### src/rtl/rr_arbiter_8_pkg.sv
// Shared definitions for the 8-way round-robin arbiter.
//   NUM_REQ : number of requesters
//   ID_W    : width of a requester index
//   state_e : arbiter FSM state
package rr_arbiter_8_pkg;

    localparam int unsigned NUM_REQ = 8;
    localparam int unsigned ID_W    = 3;

    typedef enum logic {
        IDLE,
        GRANT
    } state_e;

endpackage

### src/rtl/rr_pick_next.sv
// Combinational rotate-priority search.
// Scans req starting at (last_id+1) mod 8, upward with wrap 7->0, and returns the
// first set bit.
//   req     : candidate request vector
//   last_id : index of the previous winner; it has the lowest priority this round
//   found   : at least one candidate bit is set
//   next_id : index of the winner; 0 when found=0
module rr_pick_next
    import rr_arbiter_8_pkg::*;
(
    input  logic [NUM_REQ-1:0] req,
    input  logic [ID_W-1:0]    last_id,
    output logic               found,
    output logic [ID_W-1:0]    next_id
);

    logic [ID_W-1:0] idx;

    always_comb begin
        found   = 1'b0;
        next_id = '0;
        idx     = '0;
        // i = NUM_REQ wraps back to last_id itself, so it is checked last.
        for (int i = 1; i <= NUM_REQ; i++) begin
            idx = last_id + ID_W'(i);
            if (!found && req[idx]) begin
                found   = 1'b1;
                next_id = idx;
            end
        end
    end

endmodule

### src/rtl/rr_arbiter_8.sv
// Round-robin arbiter sharing one resource among 8 requesters.
// The grant holds until the owner releases it, or until it has been held MAX_HOLD
// cycles while others wait (unless lock is high). All outputs are registered.
//   clk       : rising-edge clock
//   rst_n     : asynchronous active-low reset
//   en        : arbitration enable; no new grant is issued while low
//   req       : level-held request vector
//   lock      : suppresses preemption of the current owner
//   gnt       : one-hot grant, 0 when idle
//   gnt_id    : binary index of the owner; holds its last value when idle
//   gnt_valid : a grant is active
//   preempt   : one-cycle pulse on the cycle a forced rotation takes effect
module rr_arbiter_8
    import rr_arbiter_8_pkg::*;
#(
    parameter int unsigned MAX_HOLD = 16
) (
    input  logic               clk,
    input  logic               rst_n,
    input  logic               en,
    input  logic [NUM_REQ-1:0] req,
    input  logic               lock,
    output logic [NUM_REQ-1:0] gnt,
    output logic [ID_W-1:0]    gnt_id,
    output logic               gnt_valid,
    output logic               preempt
);

    localparam int unsigned HOLD_W   = (MAX_HOLD <= 1) ? 1 : $clog2(MAX_HOLD);
    // Saturation point of the hold counter; with preemption disabled it just parks at 0.
    localparam int unsigned HOLD_MAX = (MAX_HOLD == 0) ? 0 : MAX_HOLD - 1;

    state_e              state_q, state_d;
    logic [HOLD_W-1:0]   hold_cnt_q, hold_cnt_d;
    logic [ID_W-1:0]     last_id_q, last_id_d;
    logic [ID_W-1:0]     gnt_id_q, gnt_id_d;
    logic                gnt_valid_q, gnt_valid_d;
    logic                preempt_q, preempt_d;
    logic [NUM_REQ-1:0]  gnt_q, gnt_d;

    logic [NUM_REQ-1:0]  cand;
    logic                found;
    logic [ID_W-1:0]     next_id;
    logic                hold_at_max;
    logic                do_preempt;

    // The owner never competes against itself: gnt_q is 0 in IDLE and one-hot(owner)
    // in GRANT, so masking with it covers both release and preemption.
    assign cand = req & ~gnt_q;

    rr_pick_next u_pick (
        .req     (cand),
        .last_id (last_id_q),
        .found   (found),
        .next_id (next_id)
    );

    assign hold_at_max = (hold_cnt_q == HOLD_W'(HOLD_MAX));
    assign do_preempt  = (MAX_HOLD != 0) && hold_at_max && !lock && en && found;

    always_comb begin
        state_d     = state_q;
        hold_cnt_d  = hold_cnt_q;
        last_id_d   = last_id_q;
        gnt_id_d    = gnt_id_q;
        gnt_valid_d = gnt_valid_q;
        preempt_d   = 1'b0;

        unique case (state_q)
            IDLE: begin
                if (en && found) begin
                    state_d     = GRANT;
                    gnt_id_d    = next_id;
                    last_id_d   = next_id;
                    gnt_valid_d = 1'b1;
                    hold_cnt_d  = '0;
                end
            end
            GRANT: begin
                if (!req[gnt_id_q]) begin
                    if (en && found) begin
                        gnt_id_d   = next_id;
                        last_id_d  = next_id;
                        hold_cnt_d = '0;
                    end else begin
                        state_d     = IDLE;
                        gnt_valid_d = 1'b0;
                        hold_cnt_d  = '0;
                    end
                end else if (do_preempt) begin
                    gnt_id_d   = next_id;
                    last_id_d  = next_id;
                    hold_cnt_d = '0;
                    preempt_d  = 1'b1;
                end else if (!hold_at_max) begin
                    hold_cnt_d = hold_cnt_q + HOLD_W'(1);
                end
            end
            default: begin
                state_d     = IDLE;
                gnt_valid_d = 1'b0;
            end
        endcase

        gnt_d = '0;
        if (gnt_valid_d) begin
            gnt_d[gnt_id_d] = 1'b1;
        end
    end

    always_ff @(posedge clk or negedge rst_n) begin
        if (!rst_n) begin
            state_q     <= IDLE;
            hold_cnt_q  <= '0;
            last_id_q   <= ID_W'(NUM_REQ - 1);
            gnt_id_q    <= '0;
            gnt_valid_q <= 1'b0;
            preempt_q   <= 1'b0;
            gnt_q       <= '0;
        end else begin
            state_q     <= state_d;
            hold_cnt_q  <= hold_cnt_d;
            last_id_q   <= last_id_d;
            gnt_id_q    <= gnt_id_d;
            gnt_valid_q <= gnt_valid_d;
            preempt_q   <= preempt_d;
            gnt_q       <= gnt_d;
        end
    end

    assign gnt       = gnt_q;
    assign gnt_id    = gnt_id_q;
    assign gnt_valid = gnt_valid_q;
    assign preempt   = preempt_q;

endmodule
### config.mk
export PLATFORM = sky130hd
export DESIGN_NAME = rr_arbiter_8
export DESIGN_NICKNAME = d
export VERILOG_FILES = /design/src/rtl/rr_arbiter_8_pkg.sv /design/src/rtl/rr_pick_next.sv /design/src/rtl/rr_arbiter_8.sv
export SDC_FILE = /design/constraint.sdc
export NUM_CORES = 1
export LEC_CHECK = 0
export ABC_AREA = 1
export CAP_MARGIN = 20
export CORE_MARGIN = 4
export CORE_UTILIZATION = 49
export CTS_CLUSTER_DIAMETER = 150
export CTS_CLUSTER_SIZE = 25
export DETAILED_ROUTE_END_ITERATION = 8
export PLACE_DENSITY = 0.76
export SYNTH_ARGS = -nofsm -noshare
export SYNTH_HDL_FRONTEND = slang
export SYNTH_SLANG_ARGS = --single-unit
export TNS_END_PERCENT = 50
### constraint.sdc
create_clock -name clk -period 2.5 [get_ports clk]
set_input_delay 0.375 -clock clk [delete_from_list [all_inputs] [get_ports clk]]
set_output_delay 0.375 -clock clk [all_outputs]
set_load 0.05 [all_outputs]
== Yosys cells after proc, flatten, opt, wreduce, memory -nomap -nowiden ==
Index checks and enable logic that the tools add are counted.

* Add/sub/neg operators: 8
* $lt $le $gt $ge: 11
* Equal/unequal tests: 4
* Multiplexer cells: 60
* Bitwise operators: 3
* Reduce and logical (&&, ||, !) cells: 21

{| class="wikitable"
|+ Operators by type and width
! kind !! count
|-
| two-way mux 3 bit || 14
|-
| less-than comparator 3 x 4 -> 1 bit, second input constant || 10
|-
| binary-select mux 1 bit (select 3 bit) || 9
|-
| two-way mux 1 bit || 26
|-
| two-way mux 4 bit || 4
|-
| adder 3 bit, second input constant || 4
|-
| logical AND 1 bit || 12
|-
| one-hot mux 3 bit (2 select lines) || 2
|-
| AND 8 bit || 1
|-
| zero test 1 bit || 8
|-
| two-way mux 8 bit || 1
|-
| inverter 8 bit || 1
|-
| one-hot mux 4 bit (2 select lines) || 1
|-
| adder 3 x 2 -> 3 bit, second input constant || 2
|-
| adder 4 x 1 -> 4 bit, second input constant || 1
|-
| == test 4 bit, second input constant || 1
|-
| inequality test 4 bit, second input constant || 1
|-
| one-hot mux 1 bit (2 select lines) || 2
|-
| adder 3 x 1 -> 3 bit, second input constant || 1
|-
| demux 1 bit (select 3 bit) || 1
|-
| >= comparator 3 x 1 -> 1 bit, second input constant || 1
|-
| inequality test 3 bit, second input constant || 1
|-
| inequality test 2 bit, second input constant || 1
|-
| AND reduction 2 bit || 1
|-
| inverter 1 bit || 1
|}

* Bits in registers: 21
* Input bits: 12
* Logic and storage cells: 114

== Longest topological paths before layout ==
Gate-level depths: netlist of the first run.

* Depth after elaboration: 35
* Depth in mapped cells: 21
* Mapped depth without buffers: 19

== By module ==
From an unflattened synthesis of the first run, not the netlist that was laid out.

* Cell total of the unflattened synthesis: 296
* Area, all modules: 1999.4 um2

{| class="wikitable"
|+ By module, submodules not included
! module !! instances !! cells an instance !! area each (um2) !! seq. area each (um2)
|-
| rr_arbiter_8 || 1 || 154 || 1236.2 || 529.3
|-
| rr_pick_next || 1 || 142 || 763.2 || 0.0
|}

== Worst setup path before layout of the first run ==
OpenSTA, ideal clock, no wires.

* Kind: register -> register
* Start point: register last_id_q[1]
* End point: register gnt_q[4] (netlist: gnt[4])
* Setup time: 0.119 ns
* Data arrival time: 2.582 ns
* Required time: 2.381 ns
* Path slack: -0.201 ns
* Stages on the path, launching flop included: 21
* Buffers on the path: 2
* Cells stage by stage: dfstp_2 -> buf_4 -> inv_2 -> ha_1 -> buf_2 -> inv_1 -> nand3_1 -> nand2_1 -> nor2_1 -> nor2_2 -> nand4_2 -> nor2_4 -> nand3_4 -> nand2_2 -> nor2_1 -> nand2_1 -> nand2_1 -> inv_2 -> nand2_2 -> nand2_1 -> nor2_1

* Word-level cells in the longest chain between the ends: 34
* Elaborated cells on any way between the ends: 69
* Those cells by class: 7 x add/sub; 2 x order compare; 43 x mux; 17 x reduce/logical

{| class="wikitable"
|+ RTL lines
! item !! RTL line !! text
|-
| from (decl) || rr_arbiter_8.sv:35 || <nowiki>logic [ID_W-1:0] last_id_q, last_id_d;</nowiki>
|-
| from (signal assigned) || rr_arbiter_8.sv:115 || <nowiki>last_id_q <= ID_W'(NUM_REQ - 1);</nowiki>
|-
| from (signal assigned) || rr_arbiter_8.sv:123 || <nowiki>last_id_q <= last_id_d;</nowiki>
|-
| adder 3 x 1 -> 3 bit || rr_pick_next.sv:25 || <nowiki>idx = last_id + ID_W'(i);</nowiki>
|-
| binary-select mux 1 bit (select 3 bit) || rr_pick_next.sv:26 || <nowiki>if (!found && req[idx]) begin</nowiki>
|-
| two-way mux 1 bit (not written as such) || rr_pick_next.sv:26 ||
|-
| two-way mux 1 bit || rr_pick_next.sv:26 ||
|-
| zero test 1 bit || rr_pick_next.sv:26 ||
|-
| logical AND 1 bit || rr_pick_next.sv:26 ||
|-
| two-way mux 1 bit || rr_pick_next.sv:26 ||
|-
| zero test 1 bit || rr_pick_next.sv:26 ||
|-
| (+20 left out) || - ||
|-
| one-hot mux 3 bit (2 select lines) (*) || rr_arbiter_8.sv:69 || <nowiki>unique case (state_q)</nowiki>
|-
| named net gnt_id_d[2] || rr_arbiter_8.sv:36 || <nowiki>logic [ID_W-1:0] gnt_id_q, gnt_id_d;</nowiki>
|-
| less-than comparator 3 x 4 -> 1 bit (not written as such) / >= comparator 3 x 1 -> 1 bit (equally long branches) || rr_arbiter_8.sv:107 || <nowiki>gnt_d[gnt_id_d] = 1'b1;</nowiki>
|-
| logical AND 1 bit (not written as such) || rr_arbiter_8.sv:107 ||
|-
| two-way mux 1 bit (not written as such) || rr_arbiter_8.sv:107 ||
|-
| demux 1 bit (select 3 bit) (*) || rr_arbiter_8.sv:107 ||
|-
| two-way mux 8 bit (*) || rr_arbiter_8.sv:106 || <nowiki>if (gnt_valid_d) begin</nowiki>
|-
| named net gnt_d[4] || rr_arbiter_8.sv:39 || <nowiki>logic [NUM_REQ-1:0] gnt_q, gnt_d;</nowiki>
|-
| to (signal assigned) || rr_arbiter_8.sv:127 || <nowiki>gnt_q <= gnt_d;</nowiki>
|-
| to (decl) || rr_arbiter_8.sv:39 ||
|}

Mark *: on every way through the listed nets, which the timed path passes. The rest lies on a longest branch. The select of a mux whose other input is x is not followed.
A chain may end at the register's enable or synchronous reset.

== Worst setup path after layout of the first run ==
* Start point: register last_id_q[1]
* End point: register gnt_q[6] (netlist: gnt[6])

Same word-level chain as after synthesis.

==> results of run 1 <==
## worst max-delay path: stages, from the launching register on
cell	delay, ps
dfstp_2	610
clkinv_4	70
ha_4	360
inv_6	70
nand3_4	90
nand3_2	110
a21boi_1	190
o21ai_0	130
nor2_1	100
nand2_1	90
nor2_2	140
nand3_2	100
nand2_1	80
nand2_1	60
nand2_2	110
nand2_4	80
nand2_2	80
nor2_1	40
## Yosys cell counts, types with 2 or more instances
cell,number,share of area
dfstp_2,3,0.045
nand3b_1,2,0.0086
o21ai_0,4,0.011
nand3_2,2,0.011
nor2_2,2,0.0071
inv_2,7,0.015
o21ai_1,2,0.0057
nand3_1,54,0.15
buf_6,2,0.013
ha_1,3,0.021
nand2_2,7,0.025
a21oi_1,7,0.020
nand4_1,5,0.018
dfrtp_1,18,0.26
nand2_1,57,0.12
inv_1,28,0.060
nor2_1,34,0.073
nor2_4,2,0.013
## cells by family (layout without fill, tap and decap cells)
kind of cell             Yosys count  in the layout
buffers and inverters             39            100
XOR/XNOR                           4              4
flip-flops                        21             21
AND/OR/NAND/NOR                  170            170
AO/OA/AOI/OAI                     20             20
adder cells (fa/ha/maj)            3              3
## repair_timing
item / CTS / global route
pin swaps: 20 / 22
buffers inserted: 7 / 2
resized for setup: 18 / 42
endpoints found under the setup margin: 14 / 19
## final timing paths
check	startpoint	end	slack, ps	depth (start not counted)
worst max-delay path	last_id_q[1]	gnt[6]	-130	17
worst min-delay path	rst_n	hold_cnt_q[3]	350	1
worst max register to register	last_id_q[1]	gnt[6]	-130	17
worst min register to register	hold_cnt_q[1]	hold_cnt_q[1]	550	2
max in group asynchronous	rst_n	last_id_q[1]	1560	2
min in group clk	hold_cnt_q[1]	hold_cnt_q[1]	550	2
## area by class of cell
type / instances / area [um2]
multi-input cells: 197 / 1315
fillers: 247 / 798.3
flip-flops and latches: 21 / 529.3
repair buffers: 61 / 521.8
inverters: 35 / 141.4
well taps: 46 / 57.56
clock buffers: 4 / 26.28
## cell usage in the layout (no fill, tap or decap), types with 2 or more instances in the layout
| master | netlist | final |
|---|---|---|
| a21oi_1 | 7 | 6 |
| buf_4 | 1 | 36 |
| clkbuf_4 | 0 | 3 |
| clkdlybuf4s50_1 | 0 | 24 |
| dfrtp_1 | 18 | 18 |
| dfstp_2 | 3 | 3 |
| ha_4 | 0 | 2 |
| inv_1 | 28 | 24 |
| inv_2 | 7 | 9 |
| nand2_1 | 57 | 44 |
| nand2_2 | 7 | 14 |
| nand2_4 | 1 | 7 |
| nand3_1 | 54 | 41 |
| nand3_2 | 2 | 10 |
| nand3_4 | 1 | 6 |
| nand3b_1 | 2 | 2 |
| nand4_1 | 5 | 5 |
| nor2_1 | 34 | 25 |
| nor2_2 | 2 | 8 |
| nor2_4 | 2 | 5 |
| o21ai_1 | 2 | 3 |
## registers in the layout (all words and copies together), names as in the netlist
signal	count
gnt	8
gnt_id	3
gnt_valid	1
hold_cnt_q	4
last_id_q	3
preempt	1
state_q	1
## metrics by stage
stage / std cells / worst slack, ps / util / hold slack (ps) / setup TNS (ps)
4_1_cts: 362 / -33.73 / 0.7117 / 363.7 / -209.4
3_3_place_gp: 351 / -101.8 / 0.6715 / 502.7 / -489.6
3_5_place_dp: 351 / -121.4 / 0.6715 / 512.2 / -773.5
2_1_floorplan: 257 / -14.19 / - / 79.41 / -49.29
6_report: 364 / -130.2 / 0.7645 / 345.3 / -932.4
5_1_grt: 364 / -309.5 / 0.7645 / 369.0 / -3786
## routing by layer
layer	share of wire	wire length, um
met5	0	0
met4	0.023	117
met3	0.037	186
met2	0.52	2627
met1	0.42	2090
==> results.yml, run 1 <==
layout:
  syn2layout_area_growth_pct: 47.61
  drive_gt1_frac: 0.3585
  antenna_cells: 0
  design_area_um2: 2591
  final_nets: 334
timing:
  setup_viol: 11
  period_minus_slack_ps: 2630
  grt_setup_unrepaired: "yes"
  final-hold-violation-count: 0
  slew_viol_final: 0
  setup_ws_ps: -130.2
  worst_slew_pin_slew_ps: 524.1
  fmax_mhz: 380.2
  fin_skew_ps: 7.935
  finalCritPeriodShare: 1.052
  worst_slew_margin_rel: 0.6495
clock_tree:
  clk_pin_slew_ps: 110
  cts_buffers: 3
  cts_tree: "yes"
  holdBufCountCts: 0
  clockBufferDepth: 2
  root_buffer: "clkbuf_4"
  clock-sinks: 21
  clk_latency_ps: 310
  ctsHtreeMaxLevel: 1
synth:
  syn_avg_cell_area_um2: 6.830
  yosysWarnings: 0
  synthDistinctLibCells: 36
  syn_area_um2: 1755
  synthSimpleGateAreaFrac: 0.4619
  ys_ff_latch: 21
  async_reset_ff_frac: 1.000
  synth_fa_ha_area_frac: 0.02138
  synth_xor_area_frac: 0.04562
  ys_seq_area_frac: 0.3015
  muxShareOfSynthArea: 0
  synth_nets: 272
  synth_edf_count: 0
  synth-compound-area-share: 0.07484
  syn_inst: 257
  synthFlopType: "dfrtp_1"
  synth_top_family_by_area: "simple AND/OR/NAND/NOR gates"
route:
  dr_total_vias: 1930
  drtAntennaViolNets: 0
  finalWirelength_um: 5021
  viasPerCell: 5.302
  dr.pass1.iters: 4
  drt-wirelength-per-cell_um: 13.79
  drtIter0Drc: 90
  remaining_drc_errors: 0
floorplanning:
  die_x_um: 67.86
  start_util: 0.5179
  die_y_um: 67.86
  io_pins: 25
  core-area_um2: 3390
  die_area_um2: 4604
  rows: 21
grt:
  grt_max_degree: 14
  grt_pass1_wl_um: 7797
  grt_overflow: 0
  grt_pass1_vias: 1753
  grt_usage: 0.2274
  busiest_layer: "met2"
  globalRouteMet3Util: 0.02627
  use_met1: 0.2795
  grt_use_met2: 0.4046
  antenna_found_initial: 0
place:
  dp_hpwl_um: 3698
  place.gp.congestion: 0.8890
  postPlaceCellArea_um2: 2276
  port_buffers: 24
setup_path:
  end_kind: "flip-flop"
  crit_type: "flip-flop to flip-flop"
  worstPathRequired_ps: 2710
  cp.arrival_ps: 2840
  path_max_fanout: 6
  startpoint_type: "flip-flop"
run_status:
  outcome: "finished, violations left"
  violations: "setup timing"
flow_run:
  maxCapViolCount: 0
worst_hold_path:
  hp-class: "input port to async pin"
Power of run 1 is not shown: default switching activity piles up to over one toggle a cycle in this logic, so the estimate is an artifact.
==> run 2: changes to the inputs <==
- SLEW_MARGIN: default -> 20
==> results of run 2 <==
Same layout as run 1: the final DEF is identical, and so are final timing and power.
Power of run 2 is left out for the same reason.
==> run 3: changes to the inputs <==
- CORE_ASPECT_RATIO: default -> 1.4
==> results.yml, run 3 (synthesized netlist as in run 1, its figures left out) <==
run_status:
  outcome: "finished, violations left"
  violations: "setup timing"
floorplanning:
  rows: 25
  die_y_um: 78.82
  start_util: 0.5149
  core-area_um2: 3410
  die_area_um2: 4618
  io_pins: 25
  die_x_um: 58.59
layout:
  drive_gt1_frac: 0.4000
  antenna_cells: 0
  final_nets: 336
  largest_reg_flops: 8
  final_common_cell: "nand2_1"
  syn2layout_area_growth_pct: 53.67
  final_cell_mix: "38 x nand2_1, 34 x buf_4, 32 x nand3_1"
  final_cells: 360
clock_tree:
  clk_latency_ps: 260
  cts_buffers: 3
  root_buffer: "clkbuf_8"
  ctsHtreeMaxLevel: 1
  holdBufCountCts: 0
  cts_tree: "yes"
  clockBufferDepth: 2
  clock-sinks: 21
  clk_pin_slew_ps: 70
timing:
  period_minus_slack_ps: 2703
  setup_ws_ps: -202.9
  worst_slew_margin_rel: 0.6639
  final-hold-violation-count: 0
  whs_ps: 448.1
  worst_slew_pin_slew_ps: 502.5
  finalCritPeriodShare: 1.081
  grt_setup_unrepaired: "yes"
  setup_viol: 13
  fin_skew_ps: 1.204
  fmax_mhz: 370.0
  slew_viol_final: 0
place:
  port_buffers: 24
  dp_hpwl_um: 3810
  placedCellCount: 343
  place.gp.congestion: 0.9260
  dpl_worst_slack_ps: -114.8
grt:
  busiest_layer: "met2"
  grt_overflow: 0
  grt_pass1_wl_um: 8204
  grt_pass1_vias: 1914
  use_met1: 0.2456
  grt_usage: 0.2270
  grt_max_degree: 22
  globalRouteMet3Util: 0.02114
  antenna_found_initial: 0
  grt_use_met2: 0.4362
setup_path:
  path_common_cell: "nand2_2"
  crit_family: "simple AND/OR/NAND/NOR gates"
  end_kind: "flip-flop"
  cpPeakStageDelay_ps: 580
  path_max_fanout: 6
  startpoint_type: "flip-flop"
  worstPathRequired_ps: 2650
  crit_type: "flip-flop to flip-flop"
  cp.arrival_ps: 2860
  crit_chain: "inv_2 > ha_4 > inv_8 > nand3_4 > nand2_2 > nand2_2 > nand2_4 > nand2_4 > buf_6 > o21ai_1 > nor2_1 > nand2_1 > nor2_2 > nand3_2 > nand2_1 > nand2_1 > nand2_2 > nand2_4 > nand2_2 > nor2_1"
  critPathBufInv: 3
  slowest_stage: "dfstp_2"
flow_run:
  maxCapViolCount: 0
worst_hold_path:
  hp-class: "input port to async pin"
route:
  finalWirelength_um: 5561
  drt-wirelength-per-cell_um: 15.45
  viasPerCell: 5.561
  drtAntennaViolNets: 0
  remaining_drc_errors: 0
  drtIter0Drc: 104
  dr_total_vias: 2002
  dr.pass1.iters: 4
run 3: worst paths after layout:
kind	startpoint	end	slack, ps	cells past startpoint
setup / recovery	last_id_q[0]	gnt[6]	-200	20
hold / removal	rst_n	gnt[0]	450	2
setup reg to reg	last_id_q[0]	gnt[6]	-200	20
hold reg to reg	hold_cnt_q[1]	hold_cnt_q[1]	520	2
max in group asynchronous	rst_n	last_id_q[2]	1780	2
min in group clk	hold_cnt_q[1]	hold_cnt_q[1]	520	2
run 3: cell type report:
type                    count  area [um2]
well taps                  40       50.05
fillers                   234       711.9
clock buffers               4       45.04
flip-flops and latches     21       529.3
inverters                  35       146.4
repair buffers             63       551.8
multi-input cells         197        1375
run 3: metal layers:
metal | vias to the layer above | wire length, um
li1 | 968 | -
met1 | 948 | 2040
met2 | 65 | 3143
met3 | 21 | 175
met4 | 0 | 201
met5 | - | 0
run 3: stage by stage:
step,area (um2),TNS (ps),util
floorplan,1813,-49.29,-
global placement,2253,-392.1,0.6609
detailed placement,2253,-562.6,0.6609
CTS,2427,-190.3,0.7119
global route,2698,-5555,0.7912
finish,2698,-1799,0.7912
run 3: repair_timing:
action                                  CTS  global route
buffers inserted                         10             3
pin swaps                                19            13
resized for setup                        16            61
endpoints found under the setup margin    9            18
Power of run 3 is left out for the same reason.
